## config.mk

```make
export PLATFORM = sky130hd
export DESIGN_NAME = cpu_sequencer
export DESIGN_NICKNAME = d
export VERILOG_FILES = /design/src/rtl/cpu_sequencer.sv
export SDC_FILE = /design/constraint.sdc
export NUM_CORES = 1
export LEC_CHECK = 0
export CORE_AREA = 2 2 39 41
export DETAILED_ROUTE_END_ITERATION = 6
export DIE_AREA = 0 0 41 43
export GPL_ROUTABILITY_DRIVEN = 0
export PLACE_DENSITY = 0.71
export SLEW_MARGIN = 10
export SYNTH_ARGS = -nofsm -noshare
export SYNTH_HDL_FRONTEND = slang
export SYNTH_SLANG_ARGS = --single-unit
```

## constraint.sdc

```tcl
create_clock -name clock -period 1.57 [get_ports clock]
set_input_delay 0.314 -clock clock [delete_from_list [all_inputs] [get_ports clock]]
set_output_delay 0.314 -clock clock [all_outputs]
set_load 0.005 [all_outputs]
```

## src/rtl/cpu_sequencer.sv

```systemverilog
// Eight-phase instruction sequencer for the 8-bit RISC CPU: phase counter plus halt flag,
// decoded into datapath strobes. Optional resume-from-halt port under `CPU_SEQ_RESUME_EN`.
module cpu_sequencer #(
    parameter int OPCODE_W = 3,
    parameter int PHASE_W  = 3
) (
    input  logic                clock,
    input  logic                reset,
    input  logic                enable,
    input  logic [OPCODE_W-1:0] opcode,
    input  logic                zero,
`ifdef CPU_SEQ_RESUME_EN
    input  logic                resume,
`endif
    output logic                sel,
    output logic                rd,
    output logic                ld_ir,
    output logic                halt,
    output logic                inc_pc,
    output logic                ld_pc,
    output logic                ld_ac,
    output logic                wr,
    output logic                data_e,
    output logic [PHASE_W-1:0]  phase
);

    typedef enum logic [2:0] {
        INST_ADDR  = 3'd0,
        INST_FETCH = 3'd1,
        INST_LOAD  = 3'd2,
        IDLE       = 3'd3,
        OP_ADDR    = 3'd4,
        OP_FETCH   = 3'd5,
        ALU_OP     = 3'd6,
        STORE      = 3'd7
    } phase_e;

    localparam logic [2:0] OP_HLT = 3'd0;
    localparam logic [2:0] OP_SKZ = 3'd1;
    localparam logic [2:0] OP_ADD = 3'd2;
    localparam logic [2:0] OP_AND = 3'd3;
    localparam logic [2:0] OP_XOR = 3'd4;
    localparam logic [2:0] OP_LDA = 3'd5;
    localparam logic [2:0] OP_STO = 3'd6;
    localparam logic [2:0] OP_JMP = 3'd7;

    phase_e phase_q, phase_d;
    logic   halted_q, halted_d;
    logic   resume_s;
    logic   aluop_s;

`ifdef CPU_SEQ_RESUME_EN
    assign resume_s = resume;
`else
    assign resume_s = 1'b0;
`endif

    assign aluop_s = (opcode == OP_ADD) || (opcode == OP_AND) ||
                     (opcode == OP_XOR) || (opcode == OP_LDA);
    assign phase   = phase_q;

    // State register: phase counter and halted flag
    always_ff @(posedge clock or posedge reset) begin
        if (reset) begin
            phase_q  <= INST_ADDR;
            halted_q <= 1'b0;
        end else begin
            phase_q  <= phase_d;
            halted_q <= halted_d;
        end
    end

    // Next state: advance while enabled and running; halt latches on leaving OP_ADDR
    always_comb begin
        phase_d  = phase_q;
        halted_d = halted_q;
        if (halted_q) begin
            if (resume_s) begin
                halted_d = 1'b0;
                phase_d  = INST_ADDR;
            end else begin
                halted_d = 1'b1;
            end
        end else if (enable) begin
            phase_d = phase_e'(phase_q + 3'd1);
            if ((phase_q == OP_ADDR) && (opcode == OP_HLT)) begin
                halted_d = 1'b1;
            end else begin
                halted_d = 1'b0;
            end
        end else begin
            phase_d = phase_q;
        end
    end

    // Output decode from registered phase/halted, then halt and stall overrides
    always_comb begin
        sel    = 1'b0;
        rd     = 1'b0;
        ld_ir  = 1'b0;
        halt   = 1'b0;
        inc_pc = 1'b0;
        ld_pc  = 1'b0;
        ld_ac  = 1'b0;
        wr     = 1'b0;
        data_e = 1'b0;
        case (phase_q)
            INST_ADDR:  sel = 1'b1;
            INST_FETCH: begin sel = 1'b1; rd = 1'b1; end
            INST_LOAD,
            IDLE:       begin sel = 1'b1; rd = 1'b1; ld_ir = 1'b1; end
            OP_ADDR: begin
                inc_pc = (opcode != OP_HLT);
                halt   = (opcode == OP_HLT);
            end
            OP_FETCH:   rd = aluop_s;
            ALU_OP: begin
                rd     = aluop_s;
                inc_pc = (opcode == OP_SKZ) && zero;
                ld_pc  = (opcode == OP_JMP);
                data_e = (opcode == OP_STO);
            end
            STORE: begin
                rd     = aluop_s;
                ld_ac  = aluop_s;
                ld_pc  = (opcode == OP_JMP);
                wr     = (opcode == OP_STO);
                data_e = (opcode == OP_STO);
            end
            default: sel = 1'b0;
        endcase

        if (halted_q) begin
            // While halted only halt is shown; inc_pc marks the resume step past HLT
            sel    = 1'b0;
            rd     = 1'b0;
            ld_ir  = 1'b0;
            halt   = 1'b1;
            inc_pc = resume_s;
            ld_pc  = 1'b0;
            ld_ac  = 1'b0;
            wr     = 1'b0;
            data_e = 1'b0;
        end else if (!enable) begin
            // Stall kills state-changing strobes; sel/data_e/halt stay so the bus stays driven
            rd     = 1'b0;
            ld_ir  = 1'b0;
            inc_pc = 1'b0;
            ld_pc  = 1'b0;
            ld_ac  = 1'b0;
            wr     = 1'b0;
        end else begin
            halt = halt;
        end
    end

endmodule

```

---- Word-level counts from Yosys, hierarchy flattened ----
Index checks and enable logic that the tools add are counted.
word-level totals
  output and inout port bits .............. 12
  bits in registers ....................... 4
  word-level logic and storage cells ...... 59
cells by class
  reductions and logical operators ........ 14
  eq/ne operators ......................... 14
  add/subtract/negate cells ............... 1
  bitwise logic cells ..................... 1
  multiplexer cells ....................... 27
operator list
  cell                                                 count
  two-way mux 1 bit                                    25
  equality test 3 bit, second input constant           8
  equality test 3 x 2 -> 1 bit, second input constant  4
  equality test 3 x 1 -> 1 bit, second input constant  2
  zero test 3 bit                                      2
  OR reduction 3 bit                                   2
  case mux 1 bit (2 select lines)                      2
  OR reduction 2 bit                                   2
  OR reduction 4 bit                                   1
  adder 3 x 1 -> 3 bit, second input constant          1
  logical OR 1 bit                                     3
  nonzero test 3 bit                                   1
  logical AND 1 bit                                    2
  AND reduction 2 bit                                  1
  NOT 1 bit                                            1

---- Logic depth before layout (Yosys ltp) ----
  word-level depth ........................ 7
  gate-level depth with buffers ........... 5
  depth with buffers taken out ............ 5

---- Worst setup path after synthesis ----
Ideal clock, no wire load.
  kind .................................... flip-flop to output port
  from .................................... reg phase_q[0], in the netlist phase[0]
  to ...................................... out sel
  required time ........................... 1.256 ns
  setup slack ............................. -0.048 ns
  arrival time ............................ 1.304 ns
  stages on the path, launching flop included .. 6
  cell sequence ........................... dfrtp_1 inv_1 ha_1 or3_1 a21oi_1 nor2_1
on the way
  cells in the longest elaborated chain, start to end .. 4
  elaborated cells between the ends (all ways) .. 7
RTL lines
  element                                                     RTL line  source
  start, declared                                             47        phase_e phase_q, phase_d;
  start signal, assigned                                      68        phase_q <= phase_d;
  equality test 3 x 2 -> 1 bit, or another cell as far along  107       case (phase_q)
  OR reduction 4 bit (no source line) (*)                     n/a
  two-way mux 1 bit (*)                                       107
  two-way mux 1 bit (*)                                       133       if (halted_q) begin
  end, declared                                               15        output logic sel,
Mark *: on every way between the ends. The rest lies on a longest branch, timed or not.

---- Final worst setup path ----
  from .................................... reg phase_q[0], in the netlist phase[0]
  to ...................................... out rd
on the way
  cells in the longest elaborated chain, start to end .. 5
  elaborated cells between the ends (all ways) .. 11
RTL lines
  element                                            RTL line  source
  equality test 3 bit, or another cell as far along  107
  OR reduction 3 bit (no source line)                n/a
  case mux 1 bit (2 select lines) (*)                107
  two-way mux 1 bit (*)                              144       end else if (!enable) begin
  two-way mux 1 bit (*)                              133
  end, declared                                      16        output logic rd,
Marked as above.

==> results_dict.tcl <==
set metrics [dict create \
    synth_edf_count 0 \
    worstReg2RegStart "phase[0]" \
    syn_area_um2 394.1 \
    dpl.hpwl_um 820.9 \
    core_area_mm2 0.001384 \
    cts_tree "yes" \
    cp-end-kind "output pin" \
    ctsHtreeMaxLevel 1 \
    hold_viol_final 0 \
    grt_overflow 0 \
    power_density_mw_per_mm2 1648 \
    fin_crit_sh_pct 125.1 \
    start_util_pct 28.48 \
    fin_ws_ps -394.1 \
    intPower_mw 0.9558 \
    dieArea_mm2 0.001763 \
    path_clk_slew_ps 40 \
    grt_pass1_vias 471 \
    numPlacedInstances 94 \
    nFillCells 111 \
    drt_wl_total_um 1455 \
    clockBufferDepth 2 \
    syn-num-nets 59 \
    rr_worst_depth 6 \
    total_power_mw 1.540 \
    yosys_register_bits 4 \
    ctsRootBufferMaster "clkbuf_4" \
    synth.top_cell.area_share_pct 25.40 \
    maxClockFrequency_ghz 0.5091 \
    critical_path_class "reg2out" \
    viasPerCell 4.835 \
    async_flop_share_pct 100.0 \
    rsz0062_at_grt "yes" \
    hp-class "in2async" \
    switching_share_pct 37.94 \
    p_leak_nw 0.4266 \
    r2r_setup_slack_ps 180 \
    num_rows 14 \
    grt_max_degree 6 \
    clkPwrFrac_pct 8.1 \
    multiInputGateArea_um2 397.9 \
    port_buffers 18 \
    required_ps 1260 \
    ios 19 \
    arrival_ps 1650 \
    pwr-share-comb_pct 78.4 \
    cts_buffers 3 \
    avgSynthCellArea_um2 8.568 \
    die_w_um 41 \
    diodes 0 \
    firstDrtPassIters 4 \
    ys_seq_area_share_pct 25.40 \
    drtIter0Drc 7 \
    slew_viol_final 0 \
    stdcell_count 109 \
    synth_common_cells "ha_1, nand2_1, dfrtp_1, inv_1, a21oi_1" \
    slew_headroom_pct 75.59 \
    final_area_um2 934.6 \
    violations "negative setup slack" \
    p_seq_share_pct 13.5 \
    tightestPinTransition_ps 362.8 \
    r2r-end "phase[2]" \
    setup-tns-final_ps -2684 \
    final_antenna_net_count 0 \
    irDropWorstVdd_uv 1109 \
    setup_viol 9 \
    grt_pass1_wl_um 2090 \
    track_usage_pct 18.04 \
    ys.warnings.count 0 \
    synthTopCellsByArea "dfrtp_1, ha_1, nand2_1" \
    synth_largest_area_cell "dfrtp_1" \
    maxCapViolCount 0 \
    dpl-instance-area_um2 698.2 \
    final_util_pct 67.54 \
    status "complete, but fails checks" \
    critPathLaunchType "flip-flop" \
    drc 0 \
    wl_per_cell_um 13.35 \
    synth-main-ff-cell "dfrtp_1" \
    clock_latency_ps 230 \
    synthToLayoutAreaGrowth_pct 137.1 \
    fin_crit_ps 1964 \
    seq_area_um2 103.9 \
    ys_types 24 \
    crit_fanout 4 \
    cts_sinks 4 \
    switchingPower_mw 0.5843 \
    die_h_um 43 \
    drive_gt1_share_pct 66.67 \
    finClkSkew_ps 4.904 \
    syn_inst 46 \
    antenna_found_initial 0 \
    dr_total_vias 527 \
    nets 108 \
]
[cell usage in the layout, fill, tap and decap left out, drive strengths merged, types with 2 or more instances in the layout]
cell / count
nor3: 2
ha: 6
dfrtp: 4
nand2: 6
nor2: 2
clkdlybuf4s50: 3
clkbuf: 3
nor4: 3
a21oi: 3
o21ai: 2
dlygate4sd2: 4
buf: 38
inv: 4
[what timing repair did]
| action | CTS | global route |
|---|---|---|
| pin swaps | 9 | 4 |
| endpoints found under the setup margin | 11 | 9 |
| buffers inserted | 9 | 3 |
| hold buffers | 0 | 0 |
| gates resized for setup | 72 | 8 |
| endpoints found under the hold margin | 0 | 0 |
[layer usage]
metal	vias up	wire length [um]	track usage [%]
met4	0	38	10.00
met1	242	571	22.15
li1	260	-	-
met5	-	0	0
met3	4	64	3.141
met2	21	780	28.13
[power by group through the flow]
stage	clock network [mW]	logic, mW	registers, mW
3_5_place_dp	0	0.751	0.197
5_1_grt	0.142	1.30	0.215
6_report	0.125	1.21	0.207
3_3_place_gp	0	0.738	0.199
4_1_cts	0.132	1.06	0.201
2_1_floorplan	0	0.288	0.200
[cell families (layout without fill, tap and decap cells)]
family | count (synthesis) | count (layout) | share of synthesized area (%)
XOR/XNOR | 2 | 2 | 4.445
AO/OA/AOI/OAI | 10 | 10 | 16.83
flip-flops | 4 | 4 | 25.40
AND/OR/NAND/NOR | 19 | 19 | 27.62
buffers and inverters | 5 | 52 | 6.665
adder cells (fa/ha/maj) | 6 | 6 | 19.05
[worst max-delay path by stage]
| stage | from | slack, ps | to |
|---|---|---|---|
| after floorplan | phase[0] | 20 | sel |
| after global placement | opcode[2] | -610 | rd |
| after detailed placement | opcode[1] | -640 | rd |
| after CTS | phase[0] | -390 | sel |
| after global routing | phase[0] | -460 | inc_pc |
| final | phase[0] | -390 | rd |
[area by class of cell]
cell class / count / share of cell area, %
Clock buffer: 3 / 2.410
Tap cell: 16 / 2.142
Multi-Input combinational cell: 37 / 42.57
Sequential cell: 4 / 11.11
Timing Repair Buffer: 45 / 39.63
Inverter: 4 / 2.142
[metrics by stage]
step	hold WS [ps]	setup slack, ps
detailed placement	510.6	-642.3
global route	283.8	-459.7
global placement	501.1	-614.5
floorplan	80.08	16.34
finish	258.4	-394.1
CTS	256.6	-389.6
[state kept, by name (all words and copies together), names as in the netlist]
name	cells
halted_q	1
phase	3
[worst max-delay path: stages, from the launching register on]
cell and delay, ps:
dfrtp_2 430, buf_4 140, buf_6 110, ha_4 160, ha_4 170, and3_4 150, nand3b_1 140, buf_2 130
(Power assumes the default switching activity.)
